### src/rtl/knight_rider_pkg.sv
// Shared types and constants for the knight_rider LED scanner and its bus checkers.
package knight_rider_pkg;

  localparam int unsigned LedWidth = 8;

  typedef enum logic [1:0] {
    StUnlocked,
    StAcquire,
    StLocked
  } kr_state_e;

  localparam logic [1:0] ErrNone   = 2'd0;
  localparam logic [1:0] ErrOnehot = 2'd1;
  localparam logic [1:0] ErrStep   = 2'd2;
  localparam logic [1:0] ErrStall  = 2'd3;

endpackage

### src/rtl/onehot_encode.sv
// Combinational one-hot detector and binary encoder for an LED bus.
module onehot_encode #(
  parameter int unsigned Width = 8,
  parameter int unsigned PosW  = $clog2(Width)
) (
  input  logic [Width-1:0] vec_i,
  output logic             onehot_o,
  output logic [PosW-1:0]  idx_o
);

  always_comb begin
    onehot_o = $onehot(vec_i);
    idx_o    = '0;
    // Index is only meaningful when onehot_o is set.
    for (int i = 0; i < int'(Width); i++) begin
      if (vec_i[i]) begin
        idx_o = PosW'(i);
      end
    end
  end

endmodule

### src/rtl/knight_rider_monitor.sv
// Receive-side checker for the knight_rider scanner: tracks position, direction and
// sweeps of the single lit LED and flags non-one-hot, illegal-step and stall violations.
module knight_rider_monitor
  import knight_rider_pkg::*;
#(
  parameter int unsigned WIDTH          = LedWidth,
  parameter int unsigned TIMEOUT_CYCLES = 50_000_000,
  parameter int unsigned CNT_W          = 16,
  localparam int unsigned POS_W         = $clog2(WIDTH)
) (
  input  logic             clki,
  input  logic             reset,
  input  logic [WIDTH-1:0] leds,
  output logic             locked,
  output logic [POS_W-1:0] pos,
  output logic             dir,
  output logic             err,
  output logic [1:0]       err_code,
  output logic [CNT_W-1:0] sweep_count,
  output logic [CNT_W-1:0] err_count
);

  localparam int unsigned TmoW = $clog2(TIMEOUT_CYCLES + 1);

  logic [WIDTH-1:0] leds_s_q, leds_last_q;
  kr_state_e        state_q, state_d;
  logic [POS_W-1:0] pos_q, pos_d;
  logic             dir_q, dir_d;
  logic             err_q, err_d;
  logic [1:0]       err_code_q, err_code_d;
  logic [CNT_W-1:0] sweep_q, sweep_d;
  logic [CNT_W-1:0] errcnt_q, errcnt_d;
  logic [TmoW-1:0]  tmo_q, tmo_d;

  logic             evt;
  logic             oh;
  logic [POS_W-1:0] idx;
  logic [POS_W-1:0] exp_idx;
  logic             exp_rev;
  logic             adjacent;

  onehot_encode #(
    .Width (WIDTH),
    .PosW  (POS_W)
  ) u_onehot_encode (
    .vec_i    (leds_s_q),
    .onehot_o (oh),
    .idx_o    (idx)
  );

  assign evt      = (leds_s_q != leds_last_q);
  // Widened by one bit so pos+1 cannot wrap at the top end.
  assign adjacent = ({1'b0, idx} == {1'b0, pos_q} + 1'b1) ||
                    ({1'b0, pos_q} == {1'b0, idx} + 1'b1);

  always_comb begin
    exp_rev = 1'b0;
    exp_idx = pos_q;
    if (dir_q) begin
      if (pos_q == POS_W'(WIDTH - 1)) begin
        exp_idx = POS_W'(WIDTH - 2);
        exp_rev = 1'b1;
      end else begin
        exp_idx = pos_q + 1'b1;
      end
    end else begin
      if (pos_q == '0) begin
        exp_idx = POS_W'(1);
        exp_rev = 1'b1;
      end else begin
        exp_idx = pos_q - 1'b1;
      end
    end
  end

  always_comb begin
    state_d    = state_q;
    pos_d      = pos_q;
    dir_d      = dir_q;
    err_d      = 1'b0;
    err_code_d = err_code_q;
    sweep_d    = sweep_q;
    errcnt_d   = errcnt_q;

    unique case (state_q)
      StUnlocked: begin
        if (evt && oh) begin
          pos_d   = idx;
          state_d = StAcquire;
        end
      end
      StAcquire: begin
        if (evt) begin
          if (!oh) begin
            state_d = StUnlocked;
          end else if (adjacent) begin
            dir_d   = (idx > pos_q);
            pos_d   = idx;
            state_d = StLocked;
          end else begin
            pos_d = idx;
          end
        end
      end
      StLocked: begin
        if (evt) begin
          if (oh && (idx == exp_idx)) begin
            pos_d = idx;
            if (exp_rev) begin
              dir_d   = ~dir_q;
              sweep_d = sweep_q + 1'b1;
            end
          end else begin
            err_d      = 1'b1;
            err_code_d = oh ? ErrStep : ErrOnehot;
            if (errcnt_q != '1) errcnt_d = errcnt_q + 1'b1;
            if (oh) begin
              pos_d   = idx;
              state_d = StAcquire;
            end else begin
              state_d = StUnlocked;
            end
          end
        end else if (tmo_q == TmoW'(TIMEOUT_CYCLES - 1)) begin
          err_d      = 1'b1;
          err_code_d = ErrStall;
          if (errcnt_q != '1) errcnt_d = errcnt_q + 1'b1;
          state_d    = StUnlocked;
        end
      end
      default: state_d = StUnlocked;
    endcase
  end

  always_comb begin
    tmo_d = tmo_q;
    if (evt || (state_d != state_q)) begin
      tmo_d = '0;
    end else if (state_q == StLocked) begin
      tmo_d = tmo_q + 1'b1;
    end
  end

  always_ff @(posedge clki) begin
    if (reset) begin
      leds_s_q    <= '0;
      leds_last_q <= '0;
      state_q     <= StUnlocked;
      pos_q       <= '0;
      dir_q       <= 1'b1;
      err_q       <= 1'b0;
      err_code_q  <= ErrNone;
      sweep_q     <= '0;
      errcnt_q    <= '0;
      tmo_q       <= '0;
    end else begin
      leds_s_q    <= leds;
      leds_last_q <= leds_s_q;
      state_q     <= state_d;
      pos_q       <= pos_d;
      dir_q       <= dir_d;
      err_q       <= err_d;
      err_code_q  <= err_code_d;
      sweep_q     <= sweep_d;
      errcnt_q    <= errcnt_d;
      tmo_q       <= tmo_d;
    end
  end

  assign locked      = (state_q == StLocked);
  assign pos         = pos_q;
  assign dir         = dir_q;
  assign err         = err_q;
  assign err_code    = err_code_q;
  assign sweep_count = sweep_q;
  assign err_count   = errcnt_q;

endmodule

### config.mk
export PLATFORM = sky130hd
export DESIGN_NAME = knight_rider_monitor
export DESIGN_NICKNAME = d
export VERILOG_FILES = /design/src/rtl/knight_rider_pkg.sv /design/src/rtl/onehot_encode.sv /design/src/rtl/knight_rider_monitor.sv
export SDC_FILE = /design/constraint.sdc
export NUM_CORES = 1
export LEC_CHECK = 0
export CAP_MARGIN = 30
export CORE_MARGIN = 2
export CORE_UTILIZATION = 25
export DETAILED_ROUTE_END_ITERATION = 16
export PLACE_DENSITY = 0.45
export SETUP_SLACK_MARGIN = 0.3
export SKIP_CTS_REPAIR_TIMING = 1
export SLEW_MARGIN = 20
export SYNTH_ARGS = -nofsm -noshare
export SYNTH_HDL_FRONTEND = slang
export SYNTH_HIERARCHICAL = 1
export SYNTH_SLANG_ARGS = --single-unit
### constraint.sdc
create_clock -name clki -period 9.7 [get_ports clki]
set_input_delay 0.97 -clock clki [delete_from_list [all_inputs] [get_ports clki]]
set_output_delay 0.97 -clock clki [all_outputs]
set_load 0.05 [all_outputs]
==> run metrics, run 1 <==
Worst path most repeated cell fa_1; TritonCTS clock tree done; # IOs 50; nets 631; setup TNS 0 ps; Period minus WS final 4710 ps; CP Data Required Time 9970 ps; placed cell areas 0.00542 mm2; Final GP Congestion 0.814; outcome completed; Longest Clk Path Bufs 2; CP Class reg -> reg; Layout area overhead 22.7%; worst-margin pin slew 765 ps; Primary FF master, synth dfxtp_1; synth warn 6; Max Clock Freq 212 MHz; initial antenna violation count 0; DP HPWL 8070 um; Final Setup Violations 0; Post-synth EDFFs 0; DRC 0; Sw Ratio 0.301; drt pass-1 iters 4; Starting DRT DRC Count 268; LEAKAGE 0.00203 uW; Internal Power 659 uW; cell chain of the critical path fa_1 -> ha_1 -> inv_1 -> fa_1 -> fa_1 -> nor2_1 -> a31oi_1 -> nor3b_2 -> nor2b_1 -> nor2b_1 -> mux2i_1 -> or4_4 -> or4_1 -> a21oi_1; Starting Density 0.252; Worst-path clk slew 70 ps; H-tree Lvls 3; Max-slew headroom 0.488; top post-synthesis cells by area dfxtp_1, a21oi_1, ha_1; layout cells sized above 1 0.0781; Yosys top cell area share 0.355; via count 4079; CP max stage cell or4_4; gr ovfl total 0; combinational power share 0.208; clock group share of total power 0.405; CP Data Arrival Time 4980 ps; Max-cap violations 0; worst min path class reg -> reg; critical path startpoint category flip-flop; crit end category flip-flop; P_sw 284 uW; vias in the first global route 3871; Die ar. 0.0198 mm2; Total GRT Usage 0.120; Commonest cells post-synth dfxtp_1, a21oi_1, nand2_1; ANT nets after route 0; syn_nets 594; cell taking the most area after synthesis dfxtp_1; ys async rst share 0; diodes inserted 0; RSZ-0062 raised after global routing false; fin crit share 0.486; routed vias/inst 4.88; CP max FO 29; row cnt 50; clk sinks 83; IO Port Bufs 49; Num CTS Buffers 9; Clock Skew 11.5 ps; sequential-to-total area share from yosys stat 0.355; Synth Instances 560; most common cell in the netlist dfxtp_1; Slew Viols, Final 0; PwrDens 164 mW/mm2; first-pass GRT wire length 19400 um; distinct cell type count after synthesis 54; sequential share of power 0.387; maximum vdd drop 91.1 uV; Die Ht 141 um; Mean Syn Cell Area 8.35 um2; post-DR wirelength/cell 14.0 um; Critical path buffers and inverters 1; largest net degree at the start of global routing 60; DRT Wirelength 11700 um; Crit path max-delay family simple AND/OR/NAND/NOR gates; post-route cell area 0.00574 mm2; Worst path max stage delay 720 ps; die width 141 um; Mapped Area 0.00468 mm2; synthesized flop and latch total 83; final hold vios 0; Core Footprint 0.0185 mm2; Clk Latency, worst-skew pair 350 ps; Clk Tree Root Cell clkbuf_16; # fillers 1964
state kept, by name (all words and copies together) (netlist names):
register,flops
dir,1
tmo_q,26
state_q,2
sweep_count,16
err_code,2
err,1
err_count,16
leds_s_q,8
leds_last_q,8
pos,3
routing by layer:
| metal | up-vias | GRT usage | routed length [um] |
|---|---|---|---|
| met4 | 0 | 0.0484 | 167 |
| met3 | 8 | 0.0200 | 333 |
| met5 | - | 0 | 0 |
| met2 | 63 | 0.185 | 5270 |
| li1 | 2075 | - | - |
| met1 | 1933 | 0.165 | 5970 |
cells in the final DEF, fill, tap and decap left out, types with 7 or more instances in the layout:
cell             instances
nor2_1                  27
nor3_1                  10
or4_1                   20
xor2_1                  17
a21oi_1                 57
o31ai_1                 22
nand2_1                 54
nand3_1                 23
mux2_2                   7
nor2b_1                 26
ha_1                    20
dfxtp_1                 83
clkdlybuf4s50_1         48
inv_1                   24
nand4_1                 15
o21ai_0                 13
xnor2_1                 22
and3_1                  10
nor4_1                   9
clkbuf_16                9
kinds of logic after synthesis:
| family | count (synthesis) | share of synthesized area |
|---|---|---|
| and+or+nand+nor | 226 | 0.263 |
| xor gates and xnor gates | 40 | 0.0779 |
| adders and majority gates | 24 | 0.0706 |
| buffers and inverters | 55 | 0.0466 |
| DFF | 83 | 0.355 |
| muxes | 11 | 0.0254 |
| AOI/OAI and AO/OA | 121 | 0.161 |
worst min-delay path, stage by stage (launching register included):
cell and delay, ps:
dfxtp_1 320, o31ai_1 60, a21oi_1 60
power by group through the flow:
stage | clock [uW] | combinational, uW | sequential [uW]
floorplan | 0 | 131 | 384
detailed placement | 0 | 194 | 373
finish | 382 | 196 | 365
global placement | 0 | 191 | 373
global route | 408 | 219 | 367
CTS | 396 | 196 | 365
metrics by stage:
stage	total power, uW	hold WS (ps)	utilization	setup WS (ps)	instances
floorplan	515	474	-	5500	560
global placement	564	466	0.291	5180	818
detailed placement	567	477	0.292	5050	820
CTS	957	486	0.310	4980	836
global route	995	524	0.310	4680	836
finish	943	481	0.310	4990	836
final cells by class:
class,count,area [um2],share of cell area
multi-input cells,422,2810,0.490
flip-flops and latches,83,1660,0.290
repair buffers,56,553,0.0964
well taps,234,293,0.0510
clock buffers,9,225,0.0392
clock inverters,7,98.8,0.0172
inverters,25,93.8,0.0164
worst paths after layout:
check             cells past startpoint             from  slack [ps]         endpoint
setup reg to reg                     14      leds_s_q[5]        4990  sweep_count[12]
hold reg to reg                       2  sweep_count[15]         480  sweep_count[15]
setup / recovery                     14      leds_s_q[5]        4990  sweep_count[12]
hold / removal                        2  sweep_count[15]         480  sweep_count[15]
Note: power is estimated with default switching activity, not from simulation.
==> inputs of run 2 (changes only) <==
PLACE_DENSITY = 0.46   (was 0.45)
clock period = 4.3 ns   (was 9.7 ns; I/O delays follow)
==> run metrics, run 2 (synthesis gave the netlist of run 1 again) <==
Starting Density 0.252 (unchanged); row cnt 50 (unchanged); final hold vios 0 (unchanged); fin crit share 0.937 (+0.451); Worst-path clk slew 60 ps (about the same); cell chain of the critical path fa_1 -> ha_1 -> inv_2 -> fa_2 -> fa_2 -> nor2_1 -> a31oi_1 -> nor3b_2 -> nor2b_4 -> nor2b_4 -> mux2i_4 -> or4_4 -> buf_6 -> or4_1 -> a21oi_1; PwrDens 356 mW/mm2 (+120%); Longest Clk Path Bufs 2 (unchanged); setup TNS 0 ps (unchanged); Worst path max stage delay 500 ps (-220 ps); Final GP Congestion 0.781 (-4.1%); GRT busiest layer met2; Period minus WS final 4030 ps (-683 ps); DP HPWL 7960 um (-1.4%); Clock Skew 5.79 ps (-5.66 ps); Num CTS Buffers 9 (unchanged); H-tree Lvls 3 (unchanged); initial antenna violation count 0 (unchanged); Core Footprint 0.0185 mm2 (unchanged); clk sinks 83 (unchanged); maximum vdd drop 125 uV (+38%); diodes inserted 0 (unchanged); via count 4170 (+2.2%); Max-cap violations 0 (unchanged); CP max FO 8 (-72%); TritonCTS clock tree done; first-pass GRT wire length 19400 um (unchanged); routed vias/inst 4.93 (+1.0%); CP Data Required Time 4570 ps (-5400 ps); Die ar. 0.0198 mm2 (unchanged); most common cell after layout, fill and taps aside dfxtp_1; Layout area overhead 26.4%; max reg flops 26 (unchanged); Reg with most FFs tmo_q; worst-margin pin slew 887 ps (+122 ps); vias in the first global route 3914 (+1.1%); Clk Latency, worst-skew pair 340 ps (about the same); Power, Total 2100 uW (+120%); # IOs 50 (unchanged); layout cells sized above 1 0.123 (+0.0445); CP max stage cell or4_1; Slew Viols, Final 0 (unchanged); M3 GR Usage 0.0306 (+0.0105); grt met1 use 0.151 (-0.0144); LEAKAGE 0.00209 uW (+2.7%); outcome completed; Clk Tree Root Cell clkbuf_16; Max Clock Freq 248 MHz (+17%); Starting DRT DRC Count 241 (-10%); gr ovfl total 0 (unchanged); Total GRT Usage 0.119 (-0.000870); largest net degree at the start of global routing 59 (-1.7%); commonest non-fill, non-tap cells in the layout dfxtp_1, a21oi_1, nand2_1; # fillers 1936 (-1.4%); nets 641 (+1.6%); critical path startpoint category flip-flop; CP Data Arrival Time 4300 ps (-680 ps); CP Class reg -> reg; Final Setup Violations 0 (unchanged); Die Ht 141 um (unchanged); die width 141 um (unchanged); DRC 0 (unchanged); ANT nets after route 0 (unchanged); worst min path class reg -> reg; Max-slew headroom 0.407 (-0.0819); crit end category flip-flop; DRT Wirelength 12100 um (+3.0%); drt pass-1 iters 6 (+2); post-DR wirelength/cell 14.3 um (+1.8%); Global Route met2 Usage 0.197 (+0.0116); IO Port Bufs 49 (unchanged); RSZ-0062 raised after global routing true
==> run 2: changes by cell type in the layout (fill, tap and decap cells not counted), moves of 2 or more <==
cell,previous run,this run
buf_4,5,11
clkbuf_8,0,3
dfxtp_4,0,2
inv_6,3,0
fa_2,0,2
fa_1,4,2
a21oi_1,57,55
buf_6,0,2
a21oi_2,1,3
or4_1,20,15
dfxtp_1,83,80
nor2b_4,0,2
or4_4,2,9
nor2b_1,26,24
==> run 2: metal layers <==
layer	part of all wire	vias up
met5	0	-
li1	-	2101
met3	0.040	12
met1	0.48	1993
met2	0.47	64
met4	0.016	0
==> run 2: power breakdown <==
group / total [uW] / leakage [uW] / internal, uW / switching, uW
combinational: 477 / 0.00126 / 205 / 272
clock: 802 / 0.000155 / 495 / 306
sequential: 822 / 0.000674 / 790 / 32.9
==> run 2: critical path: cells and delay by family, from the launching register on <==
| family | cells | cell delay, ps |
|---|---|---|
| AO/OA/AOI/OAI | 2 | 240 |
| buffers and inverters | 2 | 200 |
| adder cells (fa/ha/maj) | 4 | 1470 |
| flip-flops | 1 | 350 |
| multiplexers | 1 | 90 |
| AND/OR/NAND/NOR | 6 | 1600 |
==> run 2: final timing paths <==
kind | from | end | slack, ps | cells past startpoint
min | sweep_count[15] | sweep_count[15] | 490 | 2
min reg2reg | sweep_count[15] | sweep_count[15] | 490 | 2
max | leds_s_q[4] | sweep_count[9] | 270 | 15
max reg2reg | leds_s_q[4] | sweep_count[9] | 270 | 15
==> run 2: layout make-up <==
cell class              count  area [um2]  share of cell area
clock buffers              12         267              0.0451
flip-flops and latches     83        1670               0.283
clock inverters             4        47.5             0.00805
multi-input cells         424        2910               0.493
inverters                  25        93.8              0.0159
repair buffers             64         626               0.106
well taps                 234         293              0.0496
==> run 2: stage by stage <==
| step | instance area (um2) | util | setup slack, ps | hold WS [ps] | instances |
|---|---|---|---|---|---|
| floorplan | 4690 | - | 236 | 474 | 560 |
| global placement | 5420 | 0.293 | 166 | 470 | 820 |
| detailed placement | 5440 | 0.294 | 99.1 | 481 | 821 |
| CTS | 5750 | 0.311 | 30.6 | 492 | 837 |
| global route | 5910 | 0.319 | 91.9 | 514 | 846 |
| finish | 5910 | 0.319 | 270 | 494 | 846 |
==> inputs of run 3 (changes only) <==
REMOVE_ABC_BUFFERS = 1   (was default)
==> run metrics, run 3 (synthesis gave the netlist of run 1 again) <==
worst-margin pin slew 980 ps (+93.2 ps); Power, Total 2040 uW (-3.0%); Worst-path clk slew 60 ps (about the same); RSZ-0062 raised after global routing true; pre-CTS WS 64.6 ps (-34.5 ps); commonest non-fill, non-tap cells in the layout dfxtp_1, nand2_1, a21oi_1; setup TNS 0 ps (unchanged); # IOs 50 (unchanged); nets 639 (-0.31%); Max-slew headroom 0.344 (-0.0624); Num CTS Buffers 9 (unchanged); Inst Count DP 825 (+0.49%); row cnt 50 (unchanged); Period minus WS final 3940 ps (-91.2 ps); LEAKAGE 0.00206 uW (-1.6%); CP Data Required Time 4570 ps (about the same); outcome completed; Max Clock Freq 254 MHz (+2.3%); Cell Count, Final, Fillers Out 843 (-0.35%); initial antenna violation count 0 (unchanged); Reg with most FFs tmo_q; Clk Latency, worst-skew pair 340 ps (about the same); vias in the first global route 3880 (-0.87%); fin crit share 0.916 (-0.0212); Final Setup Violations 0 (unchanged); TritonCTS clock tree done; largest net degree at the start of global routing 59 (unchanged); layout cells sized above 1 0.115 (-0.00761); DRC 0 (unchanged); IO Port Bufs 49 (unchanged); Final Core Density 0.317 (-0.00223); first-pass GRT wire length 19100 um (-1.6%); gr ovfl total 0 (unchanged); via count 4121 (-1.2%); H-tree Lvls 3 (unchanged); Final WS setup 361 ps (+91.2 ps); clk sinks 83 (unchanged); CP Data Arrival Time 4210 ps (-90 ps); max reg flops 26 (unchanged); Die Ht 141 um (unchanged); Slew Viols, Final 0 (unchanged); CP max FO 8 (unchanged); diodes inserted 0 (unchanged); DP HPWL 7930 um (-0.34%); crit end category flip-flop; Core Footprint 0.0185 mm2 (unchanged); DRT Wirelength 11600 um (-3.9%); Starting DRT DRC Count 279 (+16%); Layout area overhead 25.5%; final hold vios 0 (unchanged); Final GP Congestion 0.734 (-6.0%); Clk Tree Root Cell clkbuf_16; Total GRT Usage 0.116 (-0.00238); Die ar. 0.0198 mm2 (unchanged); ANT nets after route 0 (unchanged); post-DR wirelength/cell 13.8 um (-3.5%); Clock Skew 9.76 ps (+3.97 ps); die width 141 um (unchanged); Max-cap violations 0 (unchanged); Starting Density 0.252 (unchanged); PwrDens 347 mW/mm2 (-2.3%); CP Class reg -> reg; routed vias/inst 4.89 (-0.82%); most common cell after layout, fill and taps aside dfxtp_1; maximum vdd drop 148 uV (+18%); critical path startpoint category flip-flop; worst min path class reg -> reg; Longest Clk Path Bufs 2 (unchanged); drt pass-1 iters 4 (-2)
[run 3: worst max-delay path, stage by stage, from the launching register on]
cell and delay (ps):
dfxtp_2 330, fa_1 470, ha_1 300, inv_2 40, fa_2 340, fa_2 340, nor2_1 100, a31oi_1 100
nor3b_2 230, nor2b_4 180, nor2b_4 170, mux2i_4 100, or4_4 510, or4_1 530, a21oi_1 140
[run 3: final cells by class]
type	instances	area, um2
Fill cell	1898	12700
Inverter	25	93.8
Clock inverter	1	7.51
Timing Repair Buffer	62	607
Sequential cell	83	1660
Clock buffer	14	274
Tap cell	234	293
Multi-Input combinational cell	424	2930
[run 3: path summary, 6_finish.rpt]
kind,startpoint,cells after the start,slack (ps),endpoint
max reg2reg,leds_s_q[4],14,360,sweep_count[8]
min,err_count[11],2,490,err_count[11]
max,leds_s_q[4],14,360,sweep_count[8]
min reg2reg,err_count[11],2,490,err_count[11]
[run 3: through the flow]
stage               hold WS (ps)  instance area [um2]
floorplan                    470                 4550
global placement             467                 5440
detailed placement           490                 5460
CTS                          499                 5740
global route                 523                 5870
finish                       492                 5870
[run 3: power by group]
part / switching, uW / total [uW] / internal [uW]
registers: 32.6 / 823 / 790
logic: 276 / 481 / 205
clock network: 299 / 735 / 436
[run 3: metal layers]
layer | wire length [um] | GRT usage
met1 | 5780 | 0.154
met2 | 5230 | 0.184
met3 | 451 | 0.0296
met4 | 160 | 0.0416
met5 | 0 | 0
